--- src/rtl/nic_pkg.sv ---
// Shared constants for the buffered NIC: register map and status bit layout.
package nic_pkg;

  localparam logic [1:0] NIC_ADDR_IBUF  = 2'b00;
  localparam logic [1:0] NIC_ADDR_ISTAT = 2'b01;
  localparam logic [1:0] NIC_ADDR_OBUF  = 2'b10;
  localparam logic [1:0] NIC_ADDR_OSTAT = 2'b11;

  localparam int NIC_ST_NONEMPTY  = 0;
  localparam int NIC_ST_FULL      = 0;
  localparam int NIC_ST_OVF       = 1;
  localparam int NIC_ST_COUNT_LSB = 8;

endpackage

--- src/rtl/nic_fifo.sv ---
// Synchronous FIFO used for both NIC channels; push into full
// and pop from empty are ignored internally.
module nic_fifo #(
  parameter int DATA_W = 64,
  parameter int DEPTH  = 4
) (
  input  logic                       clk,
  input  logic                       rst,
  input  logic                       push,
  input  logic                       pop,
  input  logic [DATA_W-1:0]          din,
  output logic [DATA_W-1:0]          dout,
  output logic                       full,
  output logic                       empty,
  output logic [$clog2(DEPTH):0]     count
);

  localparam int PTR_W = $clog2(DEPTH);
  localparam logic [PTR_W:0] FULL_CNT = (PTR_W+1)'(DEPTH);

  logic [DATA_W-1:0] mem [DEPTH];
  logic [PTR_W-1:0]  wptr;
  logic [PTR_W-1:0]  rptr;
  logic              push_ok;
  logic              pop_ok;

  assign full    = (count == FULL_CNT);
  assign empty   = (count == '0);
  assign push_ok = push && !full;
  assign pop_ok  = pop && !empty;
  assign dout    = mem[rptr];

  always_ff @(posedge clk) begin
    if (rst) begin
      wptr  <= '0;
      rptr  <= '0;
      count <= '0;
    end else begin
      if (push_ok) wptr <= wptr + 1'b1;
      if (pop_ok)  rptr <= rptr + 1'b1;
      case ({push_ok, pop_ok})
        2'b10:   count <= count + 1'b1;
        2'b01:   count <= count - 1'b1;
        default: count <= count;
      endcase
    end
  end

  always_ff @(posedge clk) begin
    if (push_ok) mem[wptr] <= din;
  end

endmodule

--- src/rtl/nic_buffered.sv ---
// Buffered NIC: register-mapped processor port, valid/ready router port.
// NIC_STATUS_COUNT_EN exposes FIFO occupancy in the status words.
module nic_buffered
  import nic_pkg::*;
#(
  parameter int DATA_W = 64,
  parameter int DEPTH  = 4
) (
  input  logic              clk,
  input  logic              rst,
  input  logic [1:0]        addr,
  input  logic [DATA_W-1:0] d_in,
  input  logic              nicEN,
  input  logic              nicWrEn,
  output logic [DATA_W-1:0] d_out,
  output logic              tx_valid,
  input  logic              tx_ready,
  output logic [DATA_W-1:0] tx_data,
  input  logic              rx_valid,
  output logic              rx_ready,
  input  logic [DATA_W-1:0] rx_data
);

  localparam int PTR_W = $clog2(DEPTH);

  logic              rd;
  logic              wr;
  logic              tx_push;
  logic              tx_pop;
  logic              tx_full;
  logic              tx_empty;
  logic [PTR_W:0]    tx_count;
  logic              rx_push;
  logic              rx_pop;
  logic              rx_full;
  logic              rx_empty;
  logic [PTR_W:0]    rx_count;
  logic [DATA_W-1:0] rx_head;
  logic              ovf;
  logic              ovf_set;
  logic              ovf_clr;
  logic [DATA_W-1:0] rx_stat;
  logic [DATA_W-1:0] tx_stat;

  assign rd = nicEN && !nicWrEn;
  assign wr = nicEN && nicWrEn;

  assign tx_push  = wr && (addr == NIC_ADDR_OBUF);
  assign ovf_set  = tx_push && tx_full;
  assign ovf_clr  = rd && (addr == NIC_ADDR_OSTAT);
  assign tx_valid = !tx_empty;
  assign tx_pop   = tx_valid && tx_ready;

  // Hold rx_ready low during reset so no handshake completes on a flush edge
  assign rx_ready = !rst && !rx_full;
  assign rx_push  = rx_valid && rx_ready;
  assign rx_pop   = rd && (addr == NIC_ADDR_IBUF);

  nic_fifo #(.DATA_W(DATA_W), .DEPTH(DEPTH)) u_tx (
    .clk   (clk),
    .rst   (rst),
    .push  (tx_push),
    .pop   (tx_pop),
    .din   (d_in),
    .dout  (tx_data),
    .full  (tx_full),
    .empty (tx_empty),
    .count (tx_count)
  );

  nic_fifo #(.DATA_W(DATA_W), .DEPTH(DEPTH)) u_rx (
    .clk   (clk),
    .rst   (rst),
    .push  (rx_push),
    .pop   (rx_pop),
    .din   (rx_data),
    .dout  (rx_head),
    .full  (rx_full),
    .empty (rx_empty),
    .count (rx_count)
  );

  always_comb begin
    rx_stat = '0;
    tx_stat = '0;
    rx_stat[NIC_ST_NONEMPTY] = !rx_empty;
    tx_stat[NIC_ST_FULL]     = tx_full;
    tx_stat[NIC_ST_OVF]      = ovf;
`ifdef NIC_STATUS_COUNT_EN
    rx_stat[NIC_ST_COUNT_LSB +: PTR_W+1] = rx_count;
    tx_stat[NIC_ST_COUNT_LSB +: PTR_W+1] = tx_count;
`endif
  end

`ifndef NIC_STATUS_COUNT_EN
  logic cnt_unused;
  assign cnt_unused = ^{rx_count, tx_count};
`endif

  always_ff @(posedge clk) begin
    if (rst) begin
      d_out <= '0;
    end else if (rd) begin
      unique case (addr)
        NIC_ADDR_IBUF:  d_out <= rx_empty ? '0 : rx_head;
        NIC_ADDR_ISTAT: d_out <= rx_stat;
        NIC_ADDR_OBUF:  d_out <= '0;
        NIC_ADDR_OSTAT: d_out <= tx_stat;
      endcase
    end
  end

  // A drop in the same cycle as the clearing read wins
  always_ff @(posedge clk) begin
    if (rst)          ovf <= 1'b0;
    else if (ovf_set) ovf <= 1'b1;
    else if (ovf_clr) ovf <= 1'b0;
  end

endmodule

--- config.mk ---
export PLATFORM = sky130hd
export DESIGN_NAME = nic_buffered
export DESIGN_NICKNAME = d
export VERILOG_FILES = /design/src/rtl/nic_pkg.sv /design/src/rtl/nic_fifo.sv /design/src/rtl/nic_buffered.sv
export SDC_FILE = /design/constraint.sdc
export NUM_CORES = 1
export LEC_CHECK = 0
export ABC_AREA = 1
export CORE_AREA = 5 5 236 238
export DETAILED_ROUTE_END_ITERATION = 12
export DIE_AREA = 0 0 241 243
export PLACE_DENSITY_LB_ADDON = 0.25
export RECOVER_POWER = 100
export SLEW_MARGIN = 30
export SYNTH_ARGS = -nofsm -noshare
export SYNTH_HDL_FRONTEND = slang
export SYNTH_HIERARCHICAL = 1
export SYNTH_SLANG_ARGS = --single-unit
--- constraint.sdc ---
create_clock -name clk -period 6.4 [get_ports clk]
set_clock_uncertainty 0.1 [all_clocks]
set_input_delay 1.28 -clock clk [delete_from_list [all_inputs] [get_ports clk]]
set_output_delay 1.28 -clock clk [all_outputs]
set_load 0.01 [all_outputs]
Word-level counts from Yosys, hierarchy flattened
Memory sizes are Yosys's and may differ from the RTL's. A register that Yosys moved wholly into a read port is not among the register bits.
Index checks and enable logic that the tools add are counted.
Word-level totals
  flip-flop bits (word level): 79
  bits in latches: 0
  memory bits (writable): 512
  ROM bits: 0
  input port bits: 136
  output and inout port bits: 130
  logic and storage cells: 66
  memories: 2
Memories
  u_rx.mem: depth 4, bits a word 64, rd ports 1, clocked after Yosys merged registers in 1, write ports 1, RTL line nic_fifo.sv:21  | logic [DATA_W-1:0] mem [DEPTH];
  u_tx.mem: depth 4, bits a word 64, rd ports 1, clocked after Yosys merged registers in 1, write ports 1, RTL line nic_fifo.sv:21
Operators by class
  $add $sub $neg: 8
  multipliers: 0
  div/mod/pow operators: 0
  $lt $le $gt $ge: 0
  eq/ne operators: 9
  shift-type cells: 0
  mux-type cells: 14
  bitwise gates (word level): 0
  reductions and logical operators: 25
Operators by type and width (number)
  $pmux 64 s4: 1
  $mux 64: 1
  $logic_and 1x1->1: 13
  $pmux 3 s2: 2
  $add 2x1->2 const B: 4
  $eq 2x2->1 const B: 4
  $mux 2: 4
  $add 3x1->3 const B: 2
  $eq 2x1->1 const B: 3
  $eq 3x3->1 const B: 2
  $logic_not 1->1: 6
  $logic_not 3->1: 2
  $mux 1: 6
  $reduce_bool 2->1: 3
  $sub 3x1->3 const B: 2
  $logic_not 2->1: 1

Longest topological paths before layout
  word-level depth: 7
  depth in mapped cells: 15
  mapped depth without buffers: 15

Hierarchy
The synthesis kept the hierarchy.
By module, submodules not included
  nic_fifo: instances 2, cells each 689, area an instance 9987.1 um^2, sequential area each 7867.5 um^2
  nic_buffered: instances 1, cells each 321, area an instance 2587.5 um^2, sequential area each 1301.2 um^2

Worst setup path after synthesis
No wires, ideal clock.
  kind: input to register
  from: input port rst
  to: memory u_rx.mem[0][0] (enable)
  library setup time: 0.487 ns
  arrival time: 4.707 ns
  data required time: 5.813 ns
  setup slack: 1.107 ns
  stages: 4
  cell sequence: buf_2 nor3b_1 nand2_1 nor2_1
Between the ends
  longest elaborated chain between the ends: 6
RTL lines
  from (decl): RTL line nic_buffered.sv:10  | input logic rst,
  $logic_not 1->1: RTL line nic_buffered.sv:55  | assign rx_ready = !rst && !rx_full;
  $logic_and 1x1->1: RTL line nic_buffered.sv:55
  $logic_and 1x1->1: RTL line nic_buffered.sv:56  | assign rx_push = rx_valid && rx_ready;
  net rx_push: RTL line nic_buffered.sv:33  | logic rx_push;
  $logic_and 1x1->1: RTL line nic_fifo.sv:29  | assign push_ok = push && !full;
  $mux 1: RTL line nic_fifo.sv:50  | if (push_ok) mem[wptr] <= din;
  $mux 1 (not written as such): RTL line nic_fifo.sv:50
  to (decl): RTL line nic_fifo.sv:21
The timed path passes the listed nets, and every way through them passes these cells.

Worst setup path after layout
  from: input port rx_valid
  to: memory u_rx.mem[2][51] (enable)
Between the ends
  longest elaborated chain between the ends: 4
RTL lines
  from (decl): RTL line nic_buffered.sv:19  | input logic rx_valid,
  $logic_and 1x1->1: RTL line nic_buffered.sv:56
  net rx_push: RTL line nic_buffered.sv:33
  $logic_and 1x1->1: RTL line nic_fifo.sv:29
  $mux 1: RTL line nic_fifo.sv:50
  $mux 1 (not written as such): RTL line nic_fifo.sv:50
The timed path passes the listed nets, and every way through them passes these cells.

==> flow_metrics.tcl <==
set metrics [dict create \
    clk-insertion-delay-late_ns 0.62 \
    cts.root.buffer_cell "clkbuf_16" \
    grt_pass1_wl_um 82200 \
    core_um2 53400 \
    routabilityCongestion 0.784 \
    fin_nets 2086 \
    nFillCells 4502 \
    ctsResizeCount 0 \
    grt-ovfl-total 0 \
    finalSetupViolations 0 \
    slowest_stage "nor2_1" \
    clock_sinks 595 \
    fin_crit_sh_pct 82.8 \
    p_clk_share_pct 42.5 \
    place_ws_ns 2.07 \
    synth_area_um2 22600 \
    path_class "primary input to flip-flop" \
    crit_required_ns 6.52 \
    fp-row-count 85 \
    p_int_w 0.00638 \
    cts_tree "yes" \
    layout_commonest_cell "edfxtp_1" \
    synth_seq_cells 595 \
    use_met1_pct 24.0 \
    synth_cells 1699 \
    yosys_warnings 6 \
    grt_use_met3_pct 3.25 \
    grt_usage_pct 17.8 \
    avgSynthCellArea_um2 13.3 \
    fin_crit_ns 5.30 \
    routed_via_density 5.31 \
    clk_path_buf_depth 3 \
    clkTransAtPathRegs_ns 0.06 \
    wl_um 53700 \
    cp-end-kind "flip-flop" \
    grt_pass1_vias 14186 \
    grt_start_max_net_pins 105 \
    die_h_um 243 \
    register_area_um2 17000 \
    final_antenna_net_count 0 \
    antenna_found_initial 8 \
    p_switching_w 0.00167 \
    drtPass1Iterations 5 \
    drc 0 \
    switching_share_pct 20.7 \
    path_cells "dlygate4sd3_1 -> nor3b_1 -> nand2_1 -> nor2_1 -> clkbuf_1" \
    h-tree-depth 2 \
    power_density_nw_per_um2 292 \
    cts_made_buffers 59 \
    synthesis.nets 1847 \
    max_freq_mhz 189 \
    layout_setup_ws_ns 1.10 \
    arrival_ns 5.42 \
    start_util_pct 42.3 \
    io_buffer_count 265 \
    tightest_slew_ns 3.17 \
    top_usage_layer "met2" \
    cap_violations 9 \
    dieWidth_um 241 \
    status "complete, but fails checks" \
    wl_per_cell_um 20.0 \
    cts_hold_buf 0 \
    cp-start-kind "primary input" \
    final_cell_mix "edfxtp_1 (512), nor2_1 (279), dlygate4sd3_1 (256), o21ai_0 (149), o22ai_1 (128)" \
    ios 266 \
    slew_violations 410 \
    drt_first_iter_violations 1026 \
    hold_path_class "flip-flop to flip-flop" \
    area_growth_pct 22.3 \
    yosysSeqAreaShare_pct 75.5 \
    vdd_drop_max_v 0.000196 \
    crit_fanout 22 \
    hold_viol 0 \
    rsz0062_at_grt "no" \
    slowest_delay_ns 1.69 \
    final_util_pct 51.7 \
    hpwlAfterDp_um 31600 \
    slew_headroom_pct -111 \
    combPwrFrac_pct 4.3 \
    multiInputGateArea_um2 4620 \
    ys_types 27 \
    seq_power_share_pct 53.3 \
    violations "max-capacitance violations, max-slew violations" \
    cts_setup_buffers 0 \
    tns_ns 0 \
    grtUsageMet2_pct 29.5 \
    num_vias 14289 \
    dieArea_um2 58600 \
    layout-drive-gt1-share_pct 6.44 \
    p_leak_nw 9.36 \
]
-- final timing paths --
path	start	end	slack (ns)	cells past startpoint
setup reg to reg	u_rx/count[1]	u_rx/mem[2][51]	1.57	7
hold reg to reg	d_out[27]	d_out[27]	0.36	2
hold / removal	d_out[27]	d_out[27]	0.36	2
setup / recovery	rx_valid	u_rx/mem[2][51]	1.10	5
-- layout make-up --
class	count	area share, %
clock inverter	40	1.41
inverter	51	0.721
timing repair buffer	293	10.5
tap	696	3.16
multi-input combinational	938	16.7
sequential	595	61.8
antenna	7	0.0635
clock buffer	70	5.65
-- power by group through the flow --
stage               sequential (W)  clock (W)  combinational, W
detailed placement         0.00437          0          0.000367
finish                     0.00429    0.00342          0.000342
global placement           0.00437          0          0.000353
global route               0.00429    0.00366          0.000374
floorplan                  0.00437          0          0.000149
CTS                        0.00429    0.00349          0.000368
-- sequential cells by signal, indices dropped and copies added, names as in the netlist, named ones only --
register    cells
u_tx/mem      256
u_rx/wptr       2
u_tx/wptr       2
u_rx/rptr       2
u_tx/count      3
ovf             1
u_rx/count      3
u_rx/mem      256
u_tx/rptr       2
d_out          64
-- Yosys cell counts --
| library cell | n | share of area (%) |
|---|---|---|
| nor3_1 | 2 | 0.044 |
| nor3b_1 | 1 | 0.033 |
| nand4_1 | 64 | 1.8 |
| o22ai_1 | 128 | 3.5 |
| clkinv_1 | 2 | 0.033 |
| a21oi_1 | 75 | 1.7 |
| o21ai_1 | 112 | 2.5 |
| ha_1 | 10 | 0.55 |
| buf_1 | 5 | 0.083 |
| nand3b_1 | 2 | 0.067 |
| o21ai_0 | 149 | 3.3 |
| inv_1 | 45 | 0.75 |
| nor2_4 | 1 | 0.050 |
| buf_4 | 14 | 0.47 |
| fa_1 | 2 | 0.18 |
| clkbuf_2 | 6 | 0.13 |
| buf_6 | 31 | 1.5 |
| nand2_1 | 92 | 1.5 |
| nor2_2 | 1 | 0.028 |
| buf_2 | 17 | 0.38 |
| nand2_2 | 1 | 0.028 |
| clkbuf_1 | 42 | 0.70 |
| edfxtp_1 | 512 | 68 |
| inv_2 | 4 | 0.067 |
| dfxtp_1 | 83 | 7.4 |
| nand3_1 | 16 | 0.35 |
| nor2_1 | 282 | 4.7 |
-- logic make-up (layout without fill, tap and decap cells) --
group,after synthesis,in the layout,share of synthesized area [%]
compound gates,464,464,11.0
flops,595,595,75.5
fa+ha+maj,12,12,0.732
simple gates,462,462,8.60
buf+inv,166,454,4.15
other cells,0,7,0
-- routing by layer --
metal / part of all wire (%) / routed length, um / up-vias
met5: 0.050 / 27 / -
met4: 2.3 / 1230 / 4
met3: 6.1 / 3270 / 80
met2: 49 / 26100 / 403
met1: 43 / 23100 / 7027
li1: - / - / 6775
-- through the flow --
step	instances	hold slack [ns]	power [W]	area (um^2)
final	2690	0.359	0.00805	27600
after global routing	2685	0.382	0.00832	27600
after floorplan	1699	0.348	0.00452	22600
after global placement	2568	0.357	0.00472	25600
after CTS	2682	0.366	0.00814	27600
after detailed placement	2572	0.356	0.00474	25700
-- critical path, delay by kind of cell --
kind | cells | cell delay, ns
and+or+nand+nor | 3 | 2.58
buffers and inverters | 2 | 1.54
No activity file was read; power rests on OpenSTA's default activity.
